**src/rtl/sum_accumulator_if.sv**
```systemverilog
// Bus between the sumItUp stage/consumers and sum_accumulator.
// The master drives capture/pop controls; the slave returns totals and the history head.
interface sum_accumulator_if #(
    parameter int W = 8
);
    logic [W-1:0] pot_val;
    logic         load;
    logic         clear;
    logic         hist_pop;
    logic [W-1:0] sum;
    logic         sum_valid;
    logic         overflow;
    logic [7:0]   load_count;
    logic [W-1:0] hist_data;
    logic         hist_empty;
    logic         hist_full;

    modport master (
        output pot_val, load, clear, hist_pop,
        input  sum, sum_valid, overflow, load_count, hist_data, hist_empty, hist_full
    );

    modport slave (
        input  pot_val, load, clear, hist_pop,
        output sum, sum_valid, overflow, load_count, hist_data, hist_empty, hist_full
    );
endinterface

```
**src/rtl/sum_accumulator.sv**
```systemverilog
// Edge-qualified capture of sumItUp results into a running total, capture counter and history FIFO.
// Build option SUM_ACCUMULATOR_SATURATE_EN: sum clamps at all-ones on carry instead of wrapping.
//
// state | meaning
// IDLE  | load low seen; next load=1 is a fresh edge and captures
// HELD  | load edge already consumed; wait for load to fall
module sum_accumulator #(
    parameter int DEPTH = 4,
    parameter int W     = 8
) (
    input logic            clk,
    input logic            rst,
    sum_accumulator_if.slave bus
);
    localparam int AW = (DEPTH > 1) ? $clog2(DEPTH) : 1;
    localparam int CW = AW + 1;

    typedef enum logic {IDLE, HELD} state_t;

    state_t         state;
    state_t         state_nxt;
    logic           capture;
    logic [W:0]     add_full;
    logic [W-1:0]   sum_nxt;
    logic [W-1:0]   sum_q;
    logic           ovf_q;
    logic           valid_q;
    logic [7:0]     cnt_q;
    logic [W-1:0]   mem [DEPTH];
    logic [AW-1:0]  rd_ptr;
    logic [AW-1:0]  wr_ptr;
    logic [CW-1:0]  count;
    logic           push;
    logic           pop;
    logic           empty;
    logic           full;

    always_ff @(posedge clk) begin
        if (rst) begin
            state <= IDLE;
        end else begin
            state <= state_nxt;
        end
    end

    // A load edge that coincides with clear still moves the FSM to HELD, so it is consumed.
    always_comb begin
        state_nxt = state;
        capture   = 1'b0;
        case (state)
            IDLE: begin
                if (bus.load) begin
                    capture   = ~bus.clear;
                    state_nxt = HELD;
                end
            end
            HELD: begin
                if (!bus.load) begin
                    state_nxt = IDLE;
                end
            end
            default: state_nxt = IDLE;
        endcase
    end

    always_comb begin
        add_full = {1'b0, sum_q} + {1'b0, bus.pot_val};
`ifdef SUM_ACCUMULATOR_SATURATE_EN
        sum_nxt = add_full[W] ? {W{1'b1}} : add_full[W-1:0];
`else
        sum_nxt = add_full[W-1:0];
`endif
    end

    assign empty = (count == '0);
    assign full  = (count == CW'(DEPTH));
    assign push  = capture;
    assign pop   = bus.hist_pop & ~empty;

    always_ff @(posedge clk) begin
        if (rst) begin
            sum_q   <= '0;
            ovf_q   <= 1'b0;
            valid_q <= 1'b0;
            cnt_q   <= '0;
            rd_ptr  <= '0;
            wr_ptr  <= '0;
            count   <= '0;
        end else begin
            valid_q <= capture;
            if (bus.clear) begin
                sum_q  <= '0;
                ovf_q  <= 1'b0;
                cnt_q  <= '0;
                rd_ptr <= '0;
                wr_ptr <= '0;
                count  <= '0;
            end else begin
                if (capture) begin
                    sum_q <= sum_nxt;
                    ovf_q <= ovf_q | add_full[W];
                    cnt_q <= cnt_q + 8'd1;
                end
                // Push onto a full buffer drops the oldest entry, so rd_ptr moves as if popped.
                if (push) begin
                    wr_ptr <= wr_ptr + AW'(1);
                end
                if (pop || (push && full)) begin
                    rd_ptr <= rd_ptr + AW'(1);
                end
                if (push && !pop && !full) begin
                    count <= count + CW'(1);
                end else if (pop && !push) begin
                    count <= count - CW'(1);
                end
            end
        end
    end

    always_ff @(posedge clk) begin
        if (push && !rst) begin
            mem[wr_ptr] <= bus.pot_val;
        end
    end

    assign bus.sum        = sum_q;
    assign bus.sum_valid  = valid_q & ~rst & ~bus.clear;
    assign bus.overflow   = ovf_q;
    assign bus.load_count = cnt_q;
    assign bus.hist_data  = empty ? '0 : mem[rd_ptr];
    assign bus.hist_empty = empty;
    assign bus.hist_full  = full;
endmodule
```
**src/flat_wrapper.sv**
```systemverilog
// flat-port wrapper written by rule: the top's interface ports become plain ports
module sum_accumulator_flat 
#(
    parameter int DEPTH = 4,
    parameter int W     = 8
)
  (clk, rst, bus_pot_val, bus_load, bus_clear, bus_hist_pop, bus_sum, bus_sum_valid, bus_overflow, bus_load_count, bus_hist_data, bus_hist_empty, bus_hist_full);
  sum_accumulator_if #(.W(W)) bus_i ();
  input logic clk;
  input logic rst;
  input wire logic [$bits(bus_i.pot_val)-1:0] bus_pot_val;
  input wire logic [$bits(bus_i.load)-1:0] bus_load;
  input wire logic [$bits(bus_i.clear)-1:0] bus_clear;
  input wire logic [$bits(bus_i.hist_pop)-1:0] bus_hist_pop;
  output wire logic [$bits(bus_i.sum)-1:0] bus_sum;
  output wire logic [$bits(bus_i.sum_valid)-1:0] bus_sum_valid;
  output wire logic [$bits(bus_i.overflow)-1:0] bus_overflow;
  output wire logic [$bits(bus_i.load_count)-1:0] bus_load_count;
  output wire logic [$bits(bus_i.hist_data)-1:0] bus_hist_data;
  output wire logic [$bits(bus_i.hist_empty)-1:0] bus_hist_empty;
  output wire logic [$bits(bus_i.hist_full)-1:0] bus_hist_full;
  assign bus_i.pot_val = bus_pot_val;
  assign bus_i.load = bus_load;
  assign bus_i.clear = bus_clear;
  assign bus_i.hist_pop = bus_hist_pop;
  assign bus_sum = bus_i.sum;
  assign bus_sum_valid = bus_i.sum_valid;
  assign bus_overflow = bus_i.overflow;
  assign bus_load_count = bus_i.load_count;
  assign bus_hist_data = bus_i.hist_data;
  assign bus_hist_empty = bus_i.hist_empty;
  assign bus_hist_full = bus_i.hist_full;
  sum_accumulator #(.DEPTH(DEPTH), .W(W)) u_core (.clk(clk), .rst(rst), .bus(bus_i));
endmodule
```
**config.mk**
```make
export PLATFORM = sky130hd
export DESIGN_NAME = sum_accumulator_flat
export DESIGN_NICKNAME = d
export VERILOG_FILES = /design/src/rtl/sum_accumulator_if.sv /design/src/rtl/sum_accumulator.sv /design/src/flat_wrapper.sv
export SDC_FILE = /design/constraint.sdc
export NUM_CORES = 1
export LEC_CHECK = 0
export CORE_ASPECT_RATIO = 0.75
export CORE_MARGIN = 8
export CORE_UTILIZATION = 50
export DETAILED_ROUTE_END_ITERATION = 16
export PLACE_DENSITY = 0.75
export SLEW_MARGIN = 20
export SYNTH_ARGS = -nofsm -noshare
export SYNTH_HDL_FRONTEND = slang
export SYNTH_SLANG_ARGS = --single-unit
```
**constraint.sdc**
```tcl
create_clock -name clk -period 2 [get_ports clk]
set_input_delay 0.4 -clock clk [delete_from_list [all_inputs] [get_ports clk]]
set_output_delay 0.4 -clock clk [all_outputs]
set_load 0.05 [all_outputs]
```
# Word level (Yosys, flattened, before mapping)
# Memory sizes are Yosys's and may differ from the RTL's. A register that Yosys moved wholly into a read port is not among the register bits.
# Index checks and enable logic that the tools add are counted.
dict set report word_totals {
  elab_cells 46
  output_inout_bits 28
  mem_bits_rw 32
  mem_count 1
  register_bits 26
  inputBits 13
}
dict set report op_classes {
  muxes 10
  n_addsub 6
  eq_ne 1
  reduce_logical 13
  n_bitwise 7
}
# memory words width rd rd_ports_with_merged_regs wr line
set mem_list {}
lappend mem_list {u_core.mem 4 8 1 1 1 sum_accumulator.sv:29} ;# logic [W-1:0] mem [DEPTH];
# op n
set ops {}
lappend ops {{$add 8x8->9} 1}
lappend ops {{$add 8x1->8 const B} 1}
lappend ops {{$mux 8} 1}
lappend ops {{$mux 3} 2}
lappend ops {{$logic_and 1x1->1} 5}
lappend ops {{$mux 1} 5}
lappend ops {{$add 2x1->2 const B} 2}
lappend ops {{$logic_not 1->1} 4}
lappend ops {{$mux 2} 2}
lappend ops {{$add 3x1->3 const B} 1}
lappend ops {{$and 1x1->1} 3}
lappend ops {{$eq 3x3->1 const B} 1}
lappend ops {{$logic_not 3->1} 1}
lappend ops {{$not 1->1} 3}
lappend ops {{$sub 3x1->3 const B} 1}
lappend ops {{$reduce_bool 2->1} 1}
lappend ops {{$reduce_or 2->1} 1}
lappend ops {{$logic_or 1x1->1} 1}
lappend ops {{$or 1x1->1} 1}

# Longest topological paths before layout
# Gate-level depths: netlist of the first run.
dict set report logic_depth {
  ltp_word 7
  depth_mapped 8
  mapped_depth_nobuf 8
}

# Least setup slack after synthesis of the first run
# No wires, ideal clock.
dict set report synth_path {
  kind {register to register}
  start {register u_core.sum_q[0] (netlist: u_core.bus.sum[0])}
  end {register u_core.sum_q[6] (netlist: u_core.bus.sum[6])}
  t_arrival_ps 2059
  slack_ps -144
  t_required_ps 1914
  period_less_slack_ps 2144
  setup_ps 86
  n_path_buf 0
  stages_incl_launch_ff 9
  path_cell_list {dfxtp_1 -> ha_1 -> inv_1 -> fa_1 -> nor2b_1 -> o31a_1 -> o31ai_2 -> xor2_1 -> a211oi_1}
}
dict set report synth_via {
  elab_chain_len 1
}
# element line
set synth_lines {}
lappend synth_lines {{start: declaration} sum_accumulator.sv:25} ;# logic [W-1:0] sum_q;
lappend synth_lines {{start signal: assignment} sum_accumulator.sv:100} ;# sum_q <= sum_nxt;
lappend synth_lines {{$add 8x8->9} sum_accumulator.sv:67} ;# add_full = {1'b0, sum_q} + {1'b0, bus.pot_val};
# Every way passes these cells.
# A chain may end at the register's enable or synchronous reset.

==> flow_summary.yaml, run 1 <==
detailed_routing:
  drc: 0
  wl_per_cell_um: 16.5
  first_pass_iters: 4
  drtIter0Drc: 92
  routed_via_density: 5.20
  drt.antenna.violating_nets: 0
  wirelength_mm: 6.29
  vias: 1988
global_routing:
  busiest_layer: "met2"
  overflow: 0
  grt_pass1_vias: 2014
  grtUsageMet1_pct: 19.5
  gr-usage-met3_pct: 5.35
  grt_antenna_before_repair: 0
  grt_first_pass_wirelength_mm: 10.1
  use_met2_pct: 27.2
  track_usage_pct: 16.6
  grt_max_degree: 22
floorplan:
  die_y_um: 80.2
  core_um2: 5320
  io_pins: 41
  die_w_um: 102
  fp-row-count: 23
  start_util_pct: 51.5
  dieArea_um2: 8140
sta:
  rsz0062_at_grt: "true"
  finalHoldViolations: 0
  fmax_mhz: 493
  tightest_slew_ns: 0.507
  slew_viol_final: 0
  whs_ns: 0.479
  maxSlewHeadroom_pct: 66.1
  setup_tns_ns: -0.113
  final.period_utilization_pct: 101
  setup_viol: 8
  clock_skew_ns: 0.00852
  period_needed_ns: 2.03
  setup_slack_ns: -0.0276
clocking:
  cts_tree: "done"
  clk_pin_slew_ns: 0.06
  htreeDepth: 3
  clk-insertion-delay-late_ns: 0.34
  clkSinkCount: 60
  numCtsBuffers: 9
  postCtsHoldBufs: 0
  clk_path_buf_depth: 2
  cts-root-buf: "clkbuf_8"
synthesis:
  syn_area_um2: 2740
  syn_inst: 225
  syn_avg_cell_area_um2: 12.2
  synth-seq-area-share_pct: 55.4
  synth_flop_cell: "edfxtp_1"
  async_reset_ff_share_pct: 0
  yosysWarnings: 0
  ys_types: 45
  syn_nets: 253
  synth_edf_count: 32
  ys_ff_latch: 60
critical_path:
  slowest_delay_ns: 0.51
  setup.worst_path.end_class: "output port"
  criticalPathCategory: "reg -> out"
  cp.required_ns: 1.60
  cp.arrival_ns: 1.63
  cp_slowest_cell: "mux4_2"
  path_delay_family: "multiplexers"
  path_buf_inv: 2
  cp-start-kind: "register"
  path_cells: "buf_12, mux4_2, nor2b_4, buf_8"
  crit_path_max_fanout: 8
place:
  gp_congestion: 0.858
  portBuffers: 40
  place_inst: 366
  hpwl_mm: 4.51
hold_path:
  holdCritPathClass: "reg -> reg"
cells_and_area:
  finalNonFillerCells: 382
  drive_gt1_share_pct: 27.7
  final_nets: 330
  antenna_cells: 0
  areaGrowthSynthToFinish_pct: 37.1
  fillers: 392
power:
  pwr_density_cell_nw_per_um2: 734
  finalPower_w: 0.00276
  leakage_nw: 1.45
  irDropWorstVdd_v: 0.000435
outcome:
  status: "complete, but fails checks"
  violations: "setup timing"
flow_run:
  cap_violations: 0
layout make-up:
cell class                 count  area, um2  area share, %
sequential                    60       1530           40.5
tap                           75       93.8           2.49
timing repair buffer          75        757           20.1
multi-input combinational    151       1180           31.5
clock buffer                  10        128           3.39
inverter                       5       18.8          0.499
clock inverter                 6       56.3           1.50
cells in the final DEF, fill, tap and decap left out, drive strengths merged, types with 3 or more instances in the layout:
cell | Yosys | final
a211oi | 6 | 6
a21oi | 12 | 12
and3 | 5 | 5
buf | 5 | 47
clkbuf | 4 | 10
clkdlybuf4s50 | 0 | 24
clkinv | 0 | 5
dfxtp | 28 | 28
edfxtp | 32 | 32
ha | 13 | 13
inv | 5 | 5
mux4 | 8 | 8
nand2 | 14 | 14
nand3 | 4 | 4
nand4 | 3 | 3
nor2 | 21 | 21
nor2b | 12 | 12
o21ai | 11 | 11
xnor2 | 5 | 5
xor2 | 7 | 7
tightest hold or removal path, cell delays in order (launching register included):
cell     delay, ns
dfxtp_2       0.33
nand2_1       0.05
a21oi_1       0.06
timing repair:
action                                  in CTS  in global routing
pin swaps                                    1                  3
setup buffers                                0                  0
gates resized for setup                     16                  5
endpoints found under the setup margin      11                 12
per-layer routing:
metal  up-vias  part of all wire (%)
met5         -                     0
met4         0                   1.7
met3        12                   5.4
met2        45                    48
met1       956                    45
li1        975                     -
stage by stage:
stage / area [um2] / worst slack, ns / utilization, %
2_1_floorplan: 2750 / 0.0261 / -
3_5_place_dp: 3520 / -0.385 / 66.1
4_1_cts: 3750 / -0.0448 / 70.4
6_report: 3760 / -0.0276 / 70.7
3_3_place_gp: 3520 / -0.338 / 66.1
5_1_grt: 3760 / -0.0965 / 70.7
worst paths after layout:
path                startpoint                end  slack (ns)  cells past startpoint
max                   register   bus_hist_data[2]       -0.03                      4
min          u_core.bus.sum[0]  u_core.bus.sum[0]        0.48                      2
max reg2reg    u_core.count[0]    u_core.count[2]        0.18                      6
min reg2reg  u_core.bus.sum[0]  u_core.bus.sum[0]        0.48                      2
sequential cells by signal, indices dropped and copies added (netlist names), named ones only:
| signal | flops |
|---|---|
| u_core.mem | 32 |
| u_core.bus.load_count | 8 |
| u_core.bus.sum | 8 |
| u_core.count | 3 |
| u_core.rd_ptr | 2 |
| u_core.wr_ptr | 2 |
| u_core.bus.overflow | 1 |
| u_core.state | 1 |
| u_core.valid_q | 1 |
power breakdown:
group          switching (W)  internal [W]  total [W]
Combinational       0.000223      0.000182   0.000405
Clock               0.000457      0.000564    0.00102
Sequential         0.0000179       0.00132    0.00133
Total               0.000698       0.00206    0.00276
synth_stat cells (3+ instances only):
| cell | number | area, um2 |
|---|---|---|
| nor2b_1 | 12 | 75.1 |
| edfxtp_1 | 32 | 961 |
| nand4_1 | 3 | 18.8 |
| nand2_1 | 14 | 52.6 |
| inv_1 | 5 | 18.8 |
| a211oi_1 | 6 | 45.0 |
| clkbuf_1 | 4 | 15.0 |
| and3_1 | 5 | 31.3 |
| o21ai_0 | 6 | 30.0 |
| nand3_1 | 4 | 20.0 |
| mux4_2 | 8 | 180 |
| dfxtp_1 | 28 | 561 |
| o21ai_1 | 4 | 20.0 |
| a21oi_1 | 11 | 55.1 |
| buf_2 | 4 | 20.0 |
| nor2_1 | 20 | 75.1 |
| xnor2_1 | 5 | 43.8 |
| xor2_1 | 7 | 61.3 |
| ha_1 | 13 | 163 |
cells by family after synthesis:
group                      after synthesis  synth area share, %
xor gates and xnor gates                12                 3.83
and+or+nand+nor                         76                 15.1
muxes                                    9                 6.93
AOI/OAI and AO/OA                       39                 9.07
adders and majority gates               15                 7.39
buffers and inverters                   14                 2.23
DFF                                     60                 55.4
Note: power is estimated with default switching activity, not from simulation.
==> run 2: changes to the inputs <==
--- a/config.mk
+++ b/config.mk
@@ -9,7 +9,7 @@
 export CORE_MARGIN = 8
 export CORE_UTILIZATION = 50
 export DETAILED_ROUTE_END_ITERATION = 16
-export PLACE_DENSITY = 0.75
+export PLACE_DENSITY = 0.76
 export SLEW_MARGIN = 20
 export SYNTH_ARGS = -nofsm -noshare
 export SYNTH_HDL_FRONTEND = slang
==> run 2 against run 1 <==
  * The run still ends with setup timing left
  * Critical path depth is the same
  * Die area is the same
  * Combinational power grew 2%
  * Hold slack lost 0.0067 ns
  * Fmax grew 0.65%
  * Wire length shrank 3.7%
  * Critical endpoint is now bus_hist_data[7]
  * Largest cell class unchanged
==> flow_summary.yaml, run 2 (synthesized netlist as in run 1, its figures left out) <==
detailed_routing:
  vias: 2006
  drt.antenna.violating_nets: 0
  first_pass_iters: 4
  drc: 0
  routed_via_density: 5.22
  drtIter0Drc: 99
  wl_per_cell_um: 15.8
  wirelength_mm: 6.05
hold_path:
  worstHoldStart: "u_core.bus.sum[0]"
  hold_depth: 2
  hold_end: "u_core.bus.sum[0]"
  holdCritPathClass: "reg -> reg"
sta:
  whs_ns: 0.472
  slew_viol_final: 0
  setup_viol: 7
  setup_slack_ns: -0.0145
  fmax_mhz: 496
  tightest_slew_ns: 0.522
  period_needed_ns: 2.01
  maxSlewHeadroom_pct: 65.1
  finalHoldViolations: 0
  clock_skew_ns: 0.00878
  rsz0062_at_grt: "true"
  final.period_utilization_pct: 101
floorplan:
  core_um2: 5320
  dieArea_um2: 8140
  io_pins: 41
  die_w_um: 102
  start_util_pct: 51.5
  fp-row-count: 23
  die_y_um: 80.2
cells_and_area:
  largest-register: "u_core.mem"
  finalNonFillerCells: 384
  largest_register_ffs: 32
  final_cell_mix: "buf_4, edfxtp_1, dfxtp_1, clkdlybuf4s50_1, nor2_1"
  final_common_cell: "buf_4"
  multi_input_area_um2: 1210
  areaGrowthSynthToFinish_pct: 39.1
  fin_util_pct: 71.7
  antenna_cells: 0
  drive_gt1_share_pct: 29.4
  final_area_um2: 3820
  final_nets: 332
  seq_area_um2: 1530
  fillers: 376
global_routing:
  gr-usage-met3_pct: 7.08
  grt_first_pass_wirelength_mm: 9.72
  grtUsageMet1_pct: 18.2
  grt_max_degree: 21
  track_usage_pct: 16.2
  grt_antenna_before_repair: 0
  use_met2_pct: 26.2
  busiest_layer: "met2"
  overflow: 0
  grt_pass1_vias: 2000
outcome:
  status: "complete, but fails checks"
  violations: "setup timing"
clocking:
  clk_pin_slew_ns: 0.07
  cts-root-buf: "clkbuf_8"
  htreeDepth: 3
  numCtsBuffers: 9
  cts_tree: "done"
  clk-insertion-delay-late_ns: 0.34
  clkSinkCount: 60
  clk_path_buf_depth: 2
place:
  portBuffers: 40
  place_inst: 368
  hpwl_mm: 4.31
  gp_congestion: 0.824
  placed_cell_area_um2: 3510
critical_path:
  setup.worst_path.end_class: "output port"
  r2r_cells: 6
  crit_path_max_fanout: 8
  path_cells: "buf_12, mux4_2, nor2b_1, buf_6"
  criticalPathCategory: "reg -> out"
  reg2reg_slack_ns: 0.22
  reg2reg_from: "u_core.count[0]"
  cp-start-kind: "register"
  cp.arrival_ns: 1.61
  path_buf_inv: 2
  cp.depth: 4
  slowest_delay_ns: 0.48
  cp.required_ns: 1.60
  path_delay_family: "multiplexers"
  r2r_end: "u_core.count[2]"
  cp_slowest_cell: "mux4_2"
power:
  irDropWorstVdd_v: 0.000530
  leakage_nw: 1.54
  pwr_density_cell_nw_per_um2: 760
flow_run:
  cap_violations: 0
-- run 2: worst reg2reg max path, cell delays in order (launching register included) --
cell,delay [ns]
dfxtp_1,0.51
o21ba_2,0.20
o21ai_1,0.08
fa_2,0.40
o31ai_2,0.28
nand2b_1,0.09
a31oi_1,0.16
-- run 2: routing by layer --
metal | vias to the layer above | wire (um)
met5 | - | 0
met4 | 0 | 97
met3 | 11 | 442
met2 | 61 | 2970
met1 | 946 | 2550
li1 | 988 | -
-- run 2: where the power goes --
part           internal [W]  leakage (nW)  switching, W
logic              0.000189         0.922      0.000224
clock network      0.000698         0.105      0.000455
registers           0.00132         0.517     0.0000177
total               0.00220          1.54      0.000696
-- run 2: worst max path at each step --
stage,to,slack [ns]
final,bus_hist_data[7],-0.01
after global routing,bus_hist_data[6],-0.09
after floorplan,bus_hist_data[0],0.03
after detailed placement,u_core.bus.sum[6],-0.43
after CTS,bus_hist_data[0],-0.04
after global placement,u_core.bus.sum[6],-0.39
-- run 2: layout make-up --
class | count | share of cell area, %
Clock inverter | 5 | 2.03
Inverter | 5 | 0.492
Tap cell | 75 | 2.46
Clock buffer | 11 | 3.44
Sequential cell | 60 | 40.0
Timing Repair Buffer | 77 | 19.9
Multi-Input combinational cell | 151 | 31.7
-- run 2: through the flow --
| stage | TNS [ns] | setup WS (ns) | power [W] |
|---|---|---|---|
| after floorplan | 0 | 0.0261 | 0.00158 |
| after global placement | -1.57 | -0.394 | 0.00174 |
| after detailed placement | -1.88 | -0.434 | 0.00175 |
| after CTS | -0.279 | -0.0413 | 0.00292 |
| after global routing | -0.705 | -0.0857 | 0.00302 |
| final | -0.0443 | -0.0145 | 0.00290 |
-- run 2: repair_timing --
action | in CTS | in global routing
gates resized for setup | 16 | 15
hold buffers | 0 | 0
pin swaps | 1 | 2
setup endpoints to repair | 10 | 17
setup buffers | 0 | 0
